$ cat config.mk
export PLATFORM = sky130hd
export DESIGN_NAME = mc_control_unit_flat
export DESIGN_NICKNAME = d
export VERILOG_FILES = /design/src/rtl/mc_control_unit_if.sv /design/src/rtl/mc_control_unit.sv /design/src/flat_wrapper.sv
export SDC_FILE = /design/constraint.sdc
export NUM_CORES = 1
export LEC_CHECK = 0
export BUFFER_PORTS_ARGS = -buffer_cell sky130_fd_sc_hd__buf_4
export CAP_MARGIN = 10
export CELL_PAD_IN_SITES_DETAIL_PLACEMENT = 0
export CELL_PAD_IN_SITES_GLOBAL_PLACEMENT = 1
export CORE_MARGIN = 3
export CORE_UTILIZATION = 40
export DETAILED_ROUTE_END_ITERATION = 7
export GPL_ROUTABILITY_DRIVEN = 1
export PLACE_DENSITY = 0.88
export SKIP_LAST_GASP = 1
export SLEW_MARGIN = 25
export SYNTH_ARGS = -nofsm -noshare
export SYNTH_HDL_FRONTEND = slang
export SYNTH_SLANG_ARGS = --single-unit
$ cat constraint.sdc
create_clock -name clk -period 7.2 [get_ports clk]
set_input_delay 0.36 -clock clk [delete_from_list [all_inputs] [get_ports clk]]
set_output_delay 0.36 -clock clk [all_outputs]
set_load 0.005 [all_outputs]
$ cat src/rtl/mc_control_unit_if.sv
// rtl/mc_control_unit_if.sv - IR/flag inputs, memory handshakes and datapath strobes of mc_control_unit
// master = sequencer side, slave = datapath/memory side.
interface mc_control_unit_if #(
  parameter int OPC_W     = 4,
  parameter int FUNC_W    = 3,
  parameter int ALU_SEL_W = 4,
  parameter int CNT_W     = 16
);
  logic                 start;
  logic [OPC_W-1:0]     opcode;
  logic [FUNC_W-1:0]    func3;
  logic [1:0]           alu_comp;
  logic                 imem_ack;
  logic                 dmem_ack;
  logic                 resume;
  logic                 imem_req, ir_l, pc_e;
  logic [1:0]           pc_sel;
  logic                 reg_rd, rs1_e, rs2_e, tr1_l, tr2_l, tr2_sel;
  logic                 imm_e, imm_l, alu_e, reg_wr, rd_e;
  logic [ALU_SEL_W-1:0] alu_sel;
  logic                 dmem_req, dmem_rd, dmem_addr_l;
  logic                 output_l, halted, busy;
  logic [1:0]           err_code;
  logic [CNT_W-1:0]     retired;

  modport master (
    input  start, opcode, func3, alu_comp, imem_ack, dmem_ack, resume,
    output imem_req, ir_l, pc_e, pc_sel, reg_rd, rs1_e, rs2_e, tr1_l, tr2_l, tr2_sel,
           imm_e, imm_l, alu_e, reg_wr, rd_e, alu_sel, dmem_req, dmem_rd, dmem_addr_l,
           output_l, halted, busy, err_code, retired
  );

  modport slave (
    output start, opcode, func3, alu_comp, imem_ack, dmem_ack, resume,
    input  imem_req, ir_l, pc_e, pc_sel, reg_rd, rs1_e, rs2_e, tr1_l, tr2_l, tr2_sel,
           imm_e, imm_l, alu_e, reg_wr, rd_e, alu_sel, dmem_req, dmem_rd, dmem_addr_l,
           output_l, halted, busy, err_code, retired
  );
endinterface

$ cat src/rtl/mc_control_unit.sv
// rtl/mc_control_unit.sv - multi-cycle control sequencer with memory watchdog and retire counter
// Outputs are a Moore decode of state and the instruction class latched in RD1.
module mc_control_unit #(
  parameter int OPC_W       = 4,
  parameter int FUNC_W      = 3,
  parameter int ALU_SEL_W   = 4,
  parameter int TMO_W       = 5,
  parameter int MEM_TIMEOUT = 16,
  parameter int CNT_W       = 16
) (
  input logic          clk,
  input logic          reset_n,
  mc_control_unit_if.master bus
);
  typedef enum logic [3:0] {
    S_IDLE, S_FETCH, S_DECODE, S_RD1, S_RD2, S_IMM,
    S_EXEC, S_MEM, S_WB, S_BRT, S_OUT, S_HALT
  } state_e;

  typedef enum logic [3:0] {
    C_R, C_ADDI, C_BNE, C_BLT, C_BGT, C_LOAD, C_STORE, C_JMP, C_END, C_ILL
  } class_e;

  localparam bit                   TMO_EN   = (MEM_TIMEOUT != 0);
  localparam int                   TMO_LIM  = TMO_EN ? MEM_TIMEOUT - 1 : 0;
  localparam logic [TMO_W-1:0]     TMO_MAX  = TMO_W'(TMO_LIM);
  localparam logic [ALU_SEL_W-1:0] ALU_COMP = ALU_SEL_W'(4);

  state_e            state_q, state_d;
  class_e            cls_q, cls_d, cls_dec;
  logic [1:0]        err_q, err_d;
  logic [TMO_W-1:0]  tmo_q, tmo_d;
  logic [CNT_W-1:0]  retired_q, retired_d;
  logic              tmo_hit, taken, retire;

  always_ff @(posedge clk or negedge reset_n) begin
    if (!reset_n) begin
      state_q   <= S_IDLE;
      cls_q     <= C_ILL;
      err_q     <= 2'b00;
      tmo_q     <= '0;
      retired_q <= '0;
    end else begin
      state_q   <= state_d;
      cls_q     <= cls_d;
      err_q     <= err_d;
      tmo_q     <= tmo_d;
      retired_q <= retired_d;
    end
  end

  // Any set bit above the 4-bit opcode field makes the instruction illegal.
  always_comb begin
    cls_dec = C_ILL;
    if ((bus.opcode >> 4) == '0) begin
      case (bus.opcode[3:0])
        4'b0001: cls_dec = C_R;
        4'b0010: cls_dec = C_ADDI;
        4'b0011: cls_dec = C_BNE;
        4'b0100: cls_dec = C_BLT;
        4'b0101: cls_dec = C_BGT;
        4'b0110: cls_dec = C_LOAD;
        4'b0111: cls_dec = C_STORE;
        4'b1000: cls_dec = C_JMP;
        4'b1111: cls_dec = C_END;
        default: cls_dec = C_ILL;
      endcase
    end
  end

  // alu_comp = 11 is reserved and never takes a branch, not even BNE.
  always_comb begin
    taken = 1'b0;
    case (cls_q)
      C_BNE:   taken = (bus.alu_comp == 2'b01) || (bus.alu_comp == 2'b10);
      C_BLT:   taken = (bus.alu_comp == 2'b01);
      C_BGT:   taken = (bus.alu_comp == 2'b10);
      default: taken = 1'b0;
    endcase
  end

  assign tmo_hit = TMO_EN && (tmo_q == TMO_MAX);

  always_comb begin
    state_d = state_q;
    cls_d   = cls_q;
    err_d   = err_q;
    case (state_q)
      S_IDLE:   if (bus.start) state_d = S_FETCH;
      S_FETCH: begin
        if (bus.imem_ack) state_d = S_DECODE;
        else if (tmo_hit) begin
          state_d = S_HALT;
          err_d   = 2'b01;
        end
      end
      S_DECODE: state_d = S_RD1;
      S_RD1: begin
        cls_d = cls_dec;
        case (cls_dec)
          C_R, C_BNE, C_BLT, C_BGT, C_STORE: state_d = S_RD2;
          C_ADDI, C_LOAD:                    state_d = S_IMM;
          C_JMP:                             state_d = S_BRT;
          C_END:                             state_d = S_OUT;
          default: begin
            state_d = S_HALT;
            err_d   = 2'b10;
          end
        endcase
      end
      S_RD2:    state_d = (cls_q == C_STORE) ? S_IMM : S_EXEC;
      S_IMM:    state_d = S_EXEC;
      S_EXEC: begin
        case (cls_q)
          C_R, C_ADDI:     state_d = S_WB;
          C_LOAD, C_STORE: state_d = S_MEM;
          default:         state_d = taken ? S_BRT : S_FETCH;
        endcase
      end
      S_MEM: begin
        if (bus.dmem_ack) state_d = (cls_q == C_LOAD) ? S_WB : S_FETCH;
        else if (tmo_hit) begin
          state_d = S_HALT;
          err_d   = 2'b01;
        end
      end
      S_WB, S_BRT: state_d = S_FETCH;
      S_OUT:       state_d = S_HALT;
      S_HALT:      if (bus.resume && err_q == 2'b00) state_d = S_FETCH;
      default:     state_d = S_IDLE;
    endcase
  end

  // Watchdog restarts on entry to a wait state and counts unacknowledged cycles.
  always_comb begin
    tmo_d = tmo_q;
    if (state_d != state_q && (state_d == S_FETCH || state_d == S_MEM))
      tmo_d = '0;
    else if ((state_q == S_FETCH && !bus.imem_ack) || (state_q == S_MEM && !bus.dmem_ack))
      tmo_d = tmo_q + 1'b1;
  end

  always_comb begin
    retire = 1'b0;
    if (state_d == S_FETCH &&
        (state_q == S_WB || state_q == S_BRT || state_q == S_EXEC || state_q == S_MEM))
      retire = 1'b1;
    if (state_q == S_OUT) retire = 1'b1;
    retired_d = retired_q;
    if (retire && retired_q != '1) retired_d = retired_q + 1'b1;
  end

  always_comb begin
    bus.imem_req    = (state_q == S_FETCH);
    bus.ir_l        = (state_q == S_DECODE);
    bus.pc_e        = (state_q == S_DECODE) || (state_q == S_BRT);
    bus.pc_sel      = (state_q == S_DECODE) ? 2'b10 : (state_q == S_BRT) ? 2'b01 : 2'b00;
    bus.reg_rd      = (state_q == S_RD1) || (state_q == S_RD2);
    bus.rs1_e       = (state_q == S_RD1);
    bus.tr1_l       = (state_q == S_RD1);
    bus.rs2_e       = (state_q == S_RD2);
    bus.tr2_l       = (state_q == S_RD2);
    bus.tr2_sel     = (state_q == S_IMM);
    bus.imm_l       = (state_q == S_IMM);
    bus.imm_e       = (state_q == S_IMM) || (state_q == S_BRT);
    bus.alu_e       = (state_q == S_EXEC);
    bus.alu_sel     = '0;
    if (state_q == S_EXEC) begin
      if (cls_q == C_R) bus.alu_sel = ALU_SEL_W'(bus.func3);
      else if (cls_q == C_BNE || cls_q == C_BLT || cls_q == C_BGT) bus.alu_sel = ALU_COMP;
    end
    bus.dmem_addr_l = (state_q == S_EXEC) && (cls_q == C_LOAD || cls_q == C_STORE);
    bus.dmem_req    = (state_q == S_MEM);
    bus.dmem_rd     = (state_q == S_MEM) && (cls_q == C_LOAD);
    bus.reg_wr      = (state_q == S_WB);
    bus.rd_e        = (state_q == S_WB);
    bus.output_l    = (state_q == S_OUT);
    bus.halted      = (state_q == S_HALT);
    bus.busy        = (state_q != S_IDLE) && (state_q != S_HALT);
    bus.err_code    = err_q;
    bus.retired     = retired_q;
  end
endmodule

$ cat src/flat_wrapper.sv
// flat-port wrapper written by rule: the top's interface ports become plain ports
module mc_control_unit_flat 
#(
  parameter int OPC_W       = 4,
  parameter int FUNC_W      = 3,
  parameter int ALU_SEL_W   = 4,
  parameter int TMO_W       = 5,
  parameter int MEM_TIMEOUT = 16,
  parameter int CNT_W       = 16
)
  (clk, reset_n, bus_start, bus_opcode, bus_func3, bus_alu_comp, bus_imem_ack, bus_dmem_ack, bus_resume, bus_imem_req, bus_ir_l, bus_pc_e, bus_pc_sel, bus_reg_rd, bus_rs1_e, bus_rs2_e, bus_tr1_l, bus_tr2_l, bus_tr2_sel, bus_imm_e, bus_imm_l, bus_alu_e, bus_reg_wr, bus_rd_e, bus_alu_sel, bus_dmem_req, bus_dmem_rd, bus_dmem_addr_l, bus_output_l, bus_halted, bus_busy, bus_err_code, bus_retired);
  mc_control_unit_if #(.OPC_W(OPC_W), .FUNC_W(FUNC_W), .ALU_SEL_W(ALU_SEL_W), .CNT_W(CNT_W)) bus_i ();
  input logic clk;
  input logic reset_n;
  input wire logic [$bits(bus_i.start)-1:0] bus_start;
  input wire logic [$bits(bus_i.opcode)-1:0] bus_opcode;
  input wire logic [$bits(bus_i.func3)-1:0] bus_func3;
  input wire logic [$bits(bus_i.alu_comp)-1:0] bus_alu_comp;
  input wire logic [$bits(bus_i.imem_ack)-1:0] bus_imem_ack;
  input wire logic [$bits(bus_i.dmem_ack)-1:0] bus_dmem_ack;
  input wire logic [$bits(bus_i.resume)-1:0] bus_resume;
  output wire logic [$bits(bus_i.imem_req)-1:0] bus_imem_req;
  output wire logic [$bits(bus_i.ir_l)-1:0] bus_ir_l;
  output wire logic [$bits(bus_i.pc_e)-1:0] bus_pc_e;
  output wire logic [$bits(bus_i.pc_sel)-1:0] bus_pc_sel;
  output wire logic [$bits(bus_i.reg_rd)-1:0] bus_reg_rd;
  output wire logic [$bits(bus_i.rs1_e)-1:0] bus_rs1_e;
  output wire logic [$bits(bus_i.rs2_e)-1:0] bus_rs2_e;
  output wire logic [$bits(bus_i.tr1_l)-1:0] bus_tr1_l;
  output wire logic [$bits(bus_i.tr2_l)-1:0] bus_tr2_l;
  output wire logic [$bits(bus_i.tr2_sel)-1:0] bus_tr2_sel;
  output wire logic [$bits(bus_i.imm_e)-1:0] bus_imm_e;
  output wire logic [$bits(bus_i.imm_l)-1:0] bus_imm_l;
  output wire logic [$bits(bus_i.alu_e)-1:0] bus_alu_e;
  output wire logic [$bits(bus_i.reg_wr)-1:0] bus_reg_wr;
  output wire logic [$bits(bus_i.rd_e)-1:0] bus_rd_e;
  output wire logic [$bits(bus_i.alu_sel)-1:0] bus_alu_sel;
  output wire logic [$bits(bus_i.dmem_req)-1:0] bus_dmem_req;
  output wire logic [$bits(bus_i.dmem_rd)-1:0] bus_dmem_rd;
  output wire logic [$bits(bus_i.dmem_addr_l)-1:0] bus_dmem_addr_l;
  output wire logic [$bits(bus_i.output_l)-1:0] bus_output_l;
  output wire logic [$bits(bus_i.halted)-1:0] bus_halted;
  output wire logic [$bits(bus_i.busy)-1:0] bus_busy;
  output wire logic [$bits(bus_i.err_code)-1:0] bus_err_code;
  output wire logic [$bits(bus_i.retired)-1:0] bus_retired;
  assign bus_i.start = bus_start;
  assign bus_i.opcode = bus_opcode;
  assign bus_i.func3 = bus_func3;
  assign bus_i.alu_comp = bus_alu_comp;
  assign bus_i.imem_ack = bus_imem_ack;
  assign bus_i.dmem_ack = bus_dmem_ack;
  assign bus_i.resume = bus_resume;
  assign bus_imem_req = bus_i.imem_req;
  assign bus_ir_l = bus_i.ir_l;
  assign bus_pc_e = bus_i.pc_e;
  assign bus_pc_sel = bus_i.pc_sel;
  assign bus_reg_rd = bus_i.reg_rd;
  assign bus_rs1_e = bus_i.rs1_e;
  assign bus_rs2_e = bus_i.rs2_e;
  assign bus_tr1_l = bus_i.tr1_l;
  assign bus_tr2_l = bus_i.tr2_l;
  assign bus_tr2_sel = bus_i.tr2_sel;
  assign bus_imm_e = bus_i.imm_e;
  assign bus_imm_l = bus_i.imm_l;
  assign bus_alu_e = bus_i.alu_e;
  assign bus_reg_wr = bus_i.reg_wr;
  assign bus_rd_e = bus_i.rd_e;
  assign bus_alu_sel = bus_i.alu_sel;
  assign bus_dmem_req = bus_i.dmem_req;
  assign bus_dmem_rd = bus_i.dmem_rd;
  assign bus_dmem_addr_l = bus_i.dmem_addr_l;
  assign bus_output_l = bus_i.output_l;
  assign bus_halted = bus_i.halted;
  assign bus_busy = bus_i.busy;
  assign bus_err_code = bus_i.err_code;
  assign bus_retired = bus_i.retired;
  mc_control_unit #(.OPC_W(OPC_W), .FUNC_W(FUNC_W), .ALU_SEL_W(ALU_SEL_W), .TMO_W(TMO_W), .MEM_TIMEOUT(MEM_TIMEOUT), .CNT_W(CNT_W)) u_core (.clk(clk), .reset_n(reset_n), .bus(bus_i));
endmodule
# Yosys cells after proc, flatten, opt, wreduce, memory -nomap -nowiden
# Memories as Yosys holds them, arrays and structs flattened.
# Index checks and enable logic that the tools add are counted.
classes:
  reduce_logical: 37
  muxes: 26
  eq_ne: 36
  n_addsub: 2
op_table:
  columns: ["operator", "count"]
  rows:
  - ["$eq 4x3->1 const B", 12]
  - ["$pmux 4 s11", 1]
  - ["$mux 4", 7]
  - ["$eq 4x2->1 const B", 6]
  - ["$eq 4x4->1 const B", 5]
  - ["$add 16x1->16 const B", 1]
  - ["$eq 4x1->1 const B", 4]
  - ["$ne 16x16->1 const B", 1]
  - ["$pmux 4 s4", 1]
  - ["$logic_not 4->1", 3]
  - ["$logic_or 1x1->1", 12]
  - ["$mux 2", 6]
  - ["$mux 5", 2]
  - ["$logic_and 1x1->1", 9]
  - ["$mux 3", 3]
  - ["$reduce_or 9->1", 1]
  - ["$pmux 4 s2", 1]
  - ["$reduce_or 2->1", 4]
  - ["$ne 2x2->1 const B", 3]
  - ["$pmux 2 s3", 1]
  - ["$add 5x1->5 const B", 1]
  - ["$eq 5x4->1 const B", 1]
  - ["$reduce_or 5->1", 1]
  - ["$ne 4x4->1", 1]
  - ["other kinds (11)", 14]
totals:
  regBits: 31
  romBits: 64
  n_memories: 1
mem_list:
  columns: ["name", "depth", "width", "rd", "rd_clocked_by_memory_dff", "wr", "line_no", "text"]
  rows:
  - ["(no name shown)", 16, 4, 1, 0, 0, "mc_control_unit.sv:56", "case (bus.opcode[3:0])"]

# Depth between registers and ports, before layout
depth:
  depth_word: 11
  depth_mapped: 11
  depth_no_buf: 9

# Worst setup path after synthesis
# Ideal clock, no wire load.
synth_path:
  path_type: "reg2reg"
  from: "register u_core.tmo_q[0]"
  to: "register u_core.retired_q[10], in the netlist u_core.bus.retired[10]"
  synth_period_minus_slack_ns: 2.456
  path_buffers: 0
  setup_slack_ns: 4.744
  required_time_ns: 7.076
  t_arrival_ns: 2.332
  path_stages_with_launch: 10
  setup_time_ns: 0.124
  cell_sequence: "dfrtp_1 ha_1 and3_1 ha_1 o211a_1 nor4_4 nand4b_4 a2111oi_4 nand3_1 xnor2_1"
synth_between:
  elab_chain_len: 9
  word_cells_on_any_way: 10
  cone_classes: "eq/ne: 2; mux: 6; reduce/logical: 2"
synth_lines:
  columns: ["item", "line_no", "text"]
  rows:
  - ["from (decl)", "mc_control_unit.sv:32", "logic [TMO_W-1:0] tmo_q, tmo_d;"]
  - ["from (signal assigned)", "mc_control_unit.sv:47", "tmo_q <= tmo_d;"]
  - ["$eq 5x4->1 *", "mc_control_unit.sv:82", "assign tmo_hit = TMO_EN && (tmo_q == TMO_MAX);"]
  - ["$mux 4 *", "mc_control_unit.sv:92, mc_control_unit.sv:122", null]
  - ["$mux 4 (on tied branches)", "mc_control_unit.sv:121, mc_control_unit.sv:91", null]
  - ["$pmux 4 s11 *", "mc_control_unit.sv:88", "case (state_q)"]
  - ["$eq 4x1->1 *", "mc_control_unit.sv:145", "if (state_d == S_FETCH &&"]
  - ["$logic_and 1x1->1 *", "mc_control_unit.sv:145", null]
  - ["$mux 1 *", "mc_control_unit.sv:145", null]
  - ["$mux 1 *", "mc_control_unit.sv:148", "if (state_q == S_OUT) retire = 1'b1;"]
  - ["$logic_and 1x1->1 *", "mc_control_unit.sv:150", "if (retire && retired_q != '1) retired_d = retired_q + 1'b1;"]
  - ["to (signal assigned)", "mc_control_unit.sv:48", "retired_q <= retired_d;"]
  - ["to (decl)", "mc_control_unit.sv:33", "logic [CNT_W-1:0] retired_q, retired_d;"]
# Mark *: on every way between the ends. The rest lies on a longest branch, timed or not.
# A chain may end at the register's enable or synchronous reset.

# Worst setup path after layout
layout_path:
  from: "register u_core.tmo_q[0]"
  to: "register u_core.retired_q[8], in the netlist u_core.bus.retired[8]"
# The elaborated chain is that of the path after synthesis.

==> run summary <==
Slew margin rel. - 0.582
Max H-tree Level - 2
Clock Tree Buf Depth - 2
Final hold slack - -0.000739 ns
Post-Syn Nets - 279
Period Utilization, post-route - 0.380
Gr ovfl total - 0
Met1 global-route usage - 0.236
Critical path origin - u_core.tmo_q[0]$_DFFE_PN0P_
Status - finished with violations
Antenna violations before repair - 0
Count of inserted antenna diode cells - 0
Die X - 81.5 um
Total of max-cap violations - 0
Routability cong. - 0.759
Count of cell types in the netlist - 66
Worst setup margin - 4.47 ns
Most frequent cells in the layout - buf_4, dfrtp_1, nand2_1
Crit-path most repeated cell - ha_1
Peak supply drop - 0.135 mV
Crit path cell chain - ha_1, and3_1, ha_1, o21ai_0, nand4b_4, a2111oi_4, nand3_1, xnor2_1
DRT Pass-1 Iters - 4
Highest-delay cell along the critical path - a2111oi_4
Routed WL - 5250 um
TritonCTS clock tree - built
Cts repair resizes - 0
Commonest non-fill, non-tap cell in the layout - buf_4
Starting density of the core - 0.430
Setup bufs post-CTS - 0
Slowest stage delay, CP - 0.56 ns
Area delta synth->final - 21.5%
Req. time, crit path - 7.37 ns
Clock skew - 0.00584 ns
Vias in the first global route - 1,830
IO Port Bufs - 57
R2R setup slack - 4.47 ns
Minimum clock period - 2.73 ns
Critical path type - register to register
Crit path max fanout - 5
Num CTS Buffers - 5
Number of DRC markers in iteration 0 - 129
Number of synthesized register bits - 31
Antenna viol nets, final - 0
Reg-to-Reg Start - u_core.tmo_q[0]$_DFFE_PN0P_
Critical Path End - u_core.bus.retired[8]$_DFFE_PN0P_
DR WL/cell - 14.2 um
Sequential fraction of the synthesis area - 0.341
Vias - 1,970
Pleak - 1.29 nW
Die area - 0.00664 sq mm
Syn Area/Cell - 8.98 sq um
Chip height - 81.5 um
Final net count - 324
Final Hold Violating Endpoints - 3
Hold buffers post-CTS - 0
M3 GR Usage - 0.0439
Crit. End Element - register
Max Clk Rate - 366 MHz
Worst-Skew Late Latency - 0.28 ns
Share of cells above drive strength 1 - 0.290
Pwr/cell area - 320 mW/mm^2
Main flop type after synthesis - dfrtp_1
RR Endpoint - u_core.bus.retired[8]$_DFFE_PN0P_
Hold crit path type - input port to asynchronous set/reset pin
Global-route usage over all layers - 0.170
WP data arrival - 2.91 ns
First-pass GRT wire length - 8780 um
DRC - 0
Max Slew Vio Count - 0
Cell Area, Synth - 0.00228 sq mm
Final Setup Violations - 0
GR Util met2 - 0.263
Ys Warns - 0
Hpwl dp - 4030 um
Core Footprint - 0.00530 sq mm
Root Driver - clkbuf_8
Setup TNS - 0 ns
GR peak layer - met2
# rows - 26
Vias per std cell - 5.32
RSZ-0062 raised after global routing - no
Number of flops mapped to enable cells by yosys - 0
Slew @ Worst Pin - 0.621 ns
Ys async rst share - 1.00
R2R cell count - 8
Sinks on Clock Net - 31
Clk slew on worst S/H paths - 0.07 ns
Worst setup SP type - register
Failing checks - hold timing
Post-Syn Instances - 254
Largest net degree at the start of global routing - 32
Top Ports - 59
DP Worst Slack - 4.46 ns
==> routing by layer <==
layer	part of all wire	up-vias
met2	0.47	50
met5	0	-
li1	-	975
met4	0.0048	0
met3	0.055	2
met1	0.47	943
==> report_power, final <==
| part | internal, W | switching (W) | total, W |
|---|---|---|---|
| Sequential | 0.000225 | 0.0000853 | 0.000310 |
| Combinational | 0.000202 | 0.000196 | 0.000397 |
| Clock | 0.000112 | 0.0000666 | 0.000178 |
| Total | 0.000538 | 0.000347 | 0.000886 |
==> cell families (layout without fill, tap and decap cells) <==
family	after synthesis	in the layout	synth area share
other	1	1	0.00164
adder cells (fa/ha/maj)	10	10	0.0549
buffers and inverters	31	77	0.0823
AO/OA/AOI/OAI	42	42	0.135
AND/OR/NAND/NOR	118	118	0.297
XOR/XNOR	16	16	0.0615
multiplexers	5	5	0.0258
flip-flops	31	31	0.341
==> state kept, by name, indices dropped and copies added (netlist names) <==
signal,cells
u_core.cls_q,4
u_core.bus.retired,16
u_core.bus.err_code,2
u_core.state_q,4
u_core.tmo_q,5
==> worst max-delay path, delay by kind of cell (launching register included) <==
family / cells / cell delay [ns]
simple gates: 3 / 0.58
flops: 1 / 0.41
xor+xnor: 1 / 0.14
fa+ha+maj: 2 / 0.42
compound gates: 2 / 1.07
==> layout make-up <==
| class | instances | area [sq um] |
|---|---|---|
| Clock buffer | 6 | 82.6 |
| Clock inverter | 2 | 35.0 |
| Fill cell | 501 | 2530 |
| Inverter | 12 | 45.0 |
| Multi-Input combinational cell | 192 | 1310 |
| Sequential cell | 31 | 778 |
| Tap cell | 70 | 87.6 |
| Timing Repair Buffer | 57 | 428 |
==> synth_stat cells, types with 3 or more instances <==
cell type  instances  area share
a21oi_1           10       0.022
a22oi_1            3      0.0099
and2_1             3      0.0082
and3_1             3      0.0082
buf_4              7       0.023
buf_6              3       0.015
clkbuf_1           5      0.0082
dfrtp_1           29        0.32
ha_1              10       0.055
inv_1             11       0.018
mux2_2             3       0.015
nand2_1           25       0.041
nand2b_1           8       0.022
nand3_1            9       0.020
nand3b_1           3      0.0099
nand4_1            4       0.011
nor2_1            23       0.038
nor2b_1            3      0.0082
nor3_1            10       0.022
o21ai_0            7       0.015
or2_2              4       0.011
xnor2_1           10       0.038
xor2_1             6       0.023
==> worst min path at each step <==
stage / endpoint / start / cells past startpoint
CTS: u_core.bus.retired[15]$_DFFE_PN0P_ / reset_n / 1
floorplan: u_core.bus.err_code[0]$_DFFE_PN0P_ / reset_n / 0
global route: u_core.bus.retired[10]$_DFFE_PN0P_ / reset_n / 1
global placement: u_core.bus.retired[8]$_DFFE_PN0P_ / reset_n / 1
detailed placement: u_core.bus.retired[8]$_DFFE_PN0P_ / reset_n / 1
finish: u_core.bus.retired[7]$_DFFE_PN0P_ / reset_n / 1
==> stage by stage <==
step                      cells  hold WS (ns)  utilization  cell area (sq um)  power [W]
final                       370     -0.000739        0.522               2770   0.000886
after detailed placement    362         0.322        0.500               2650   0.000711
after floorplan             254        0.0644            -               2280   0.000595
after CTS                   370       0.00931        0.522               2770   0.000892
after global routing        370        0.0204        0.522               2770   0.000954
after global placement      362         0.318        0.500               2650   0.000701
Power figures use the tool's default switching activity.
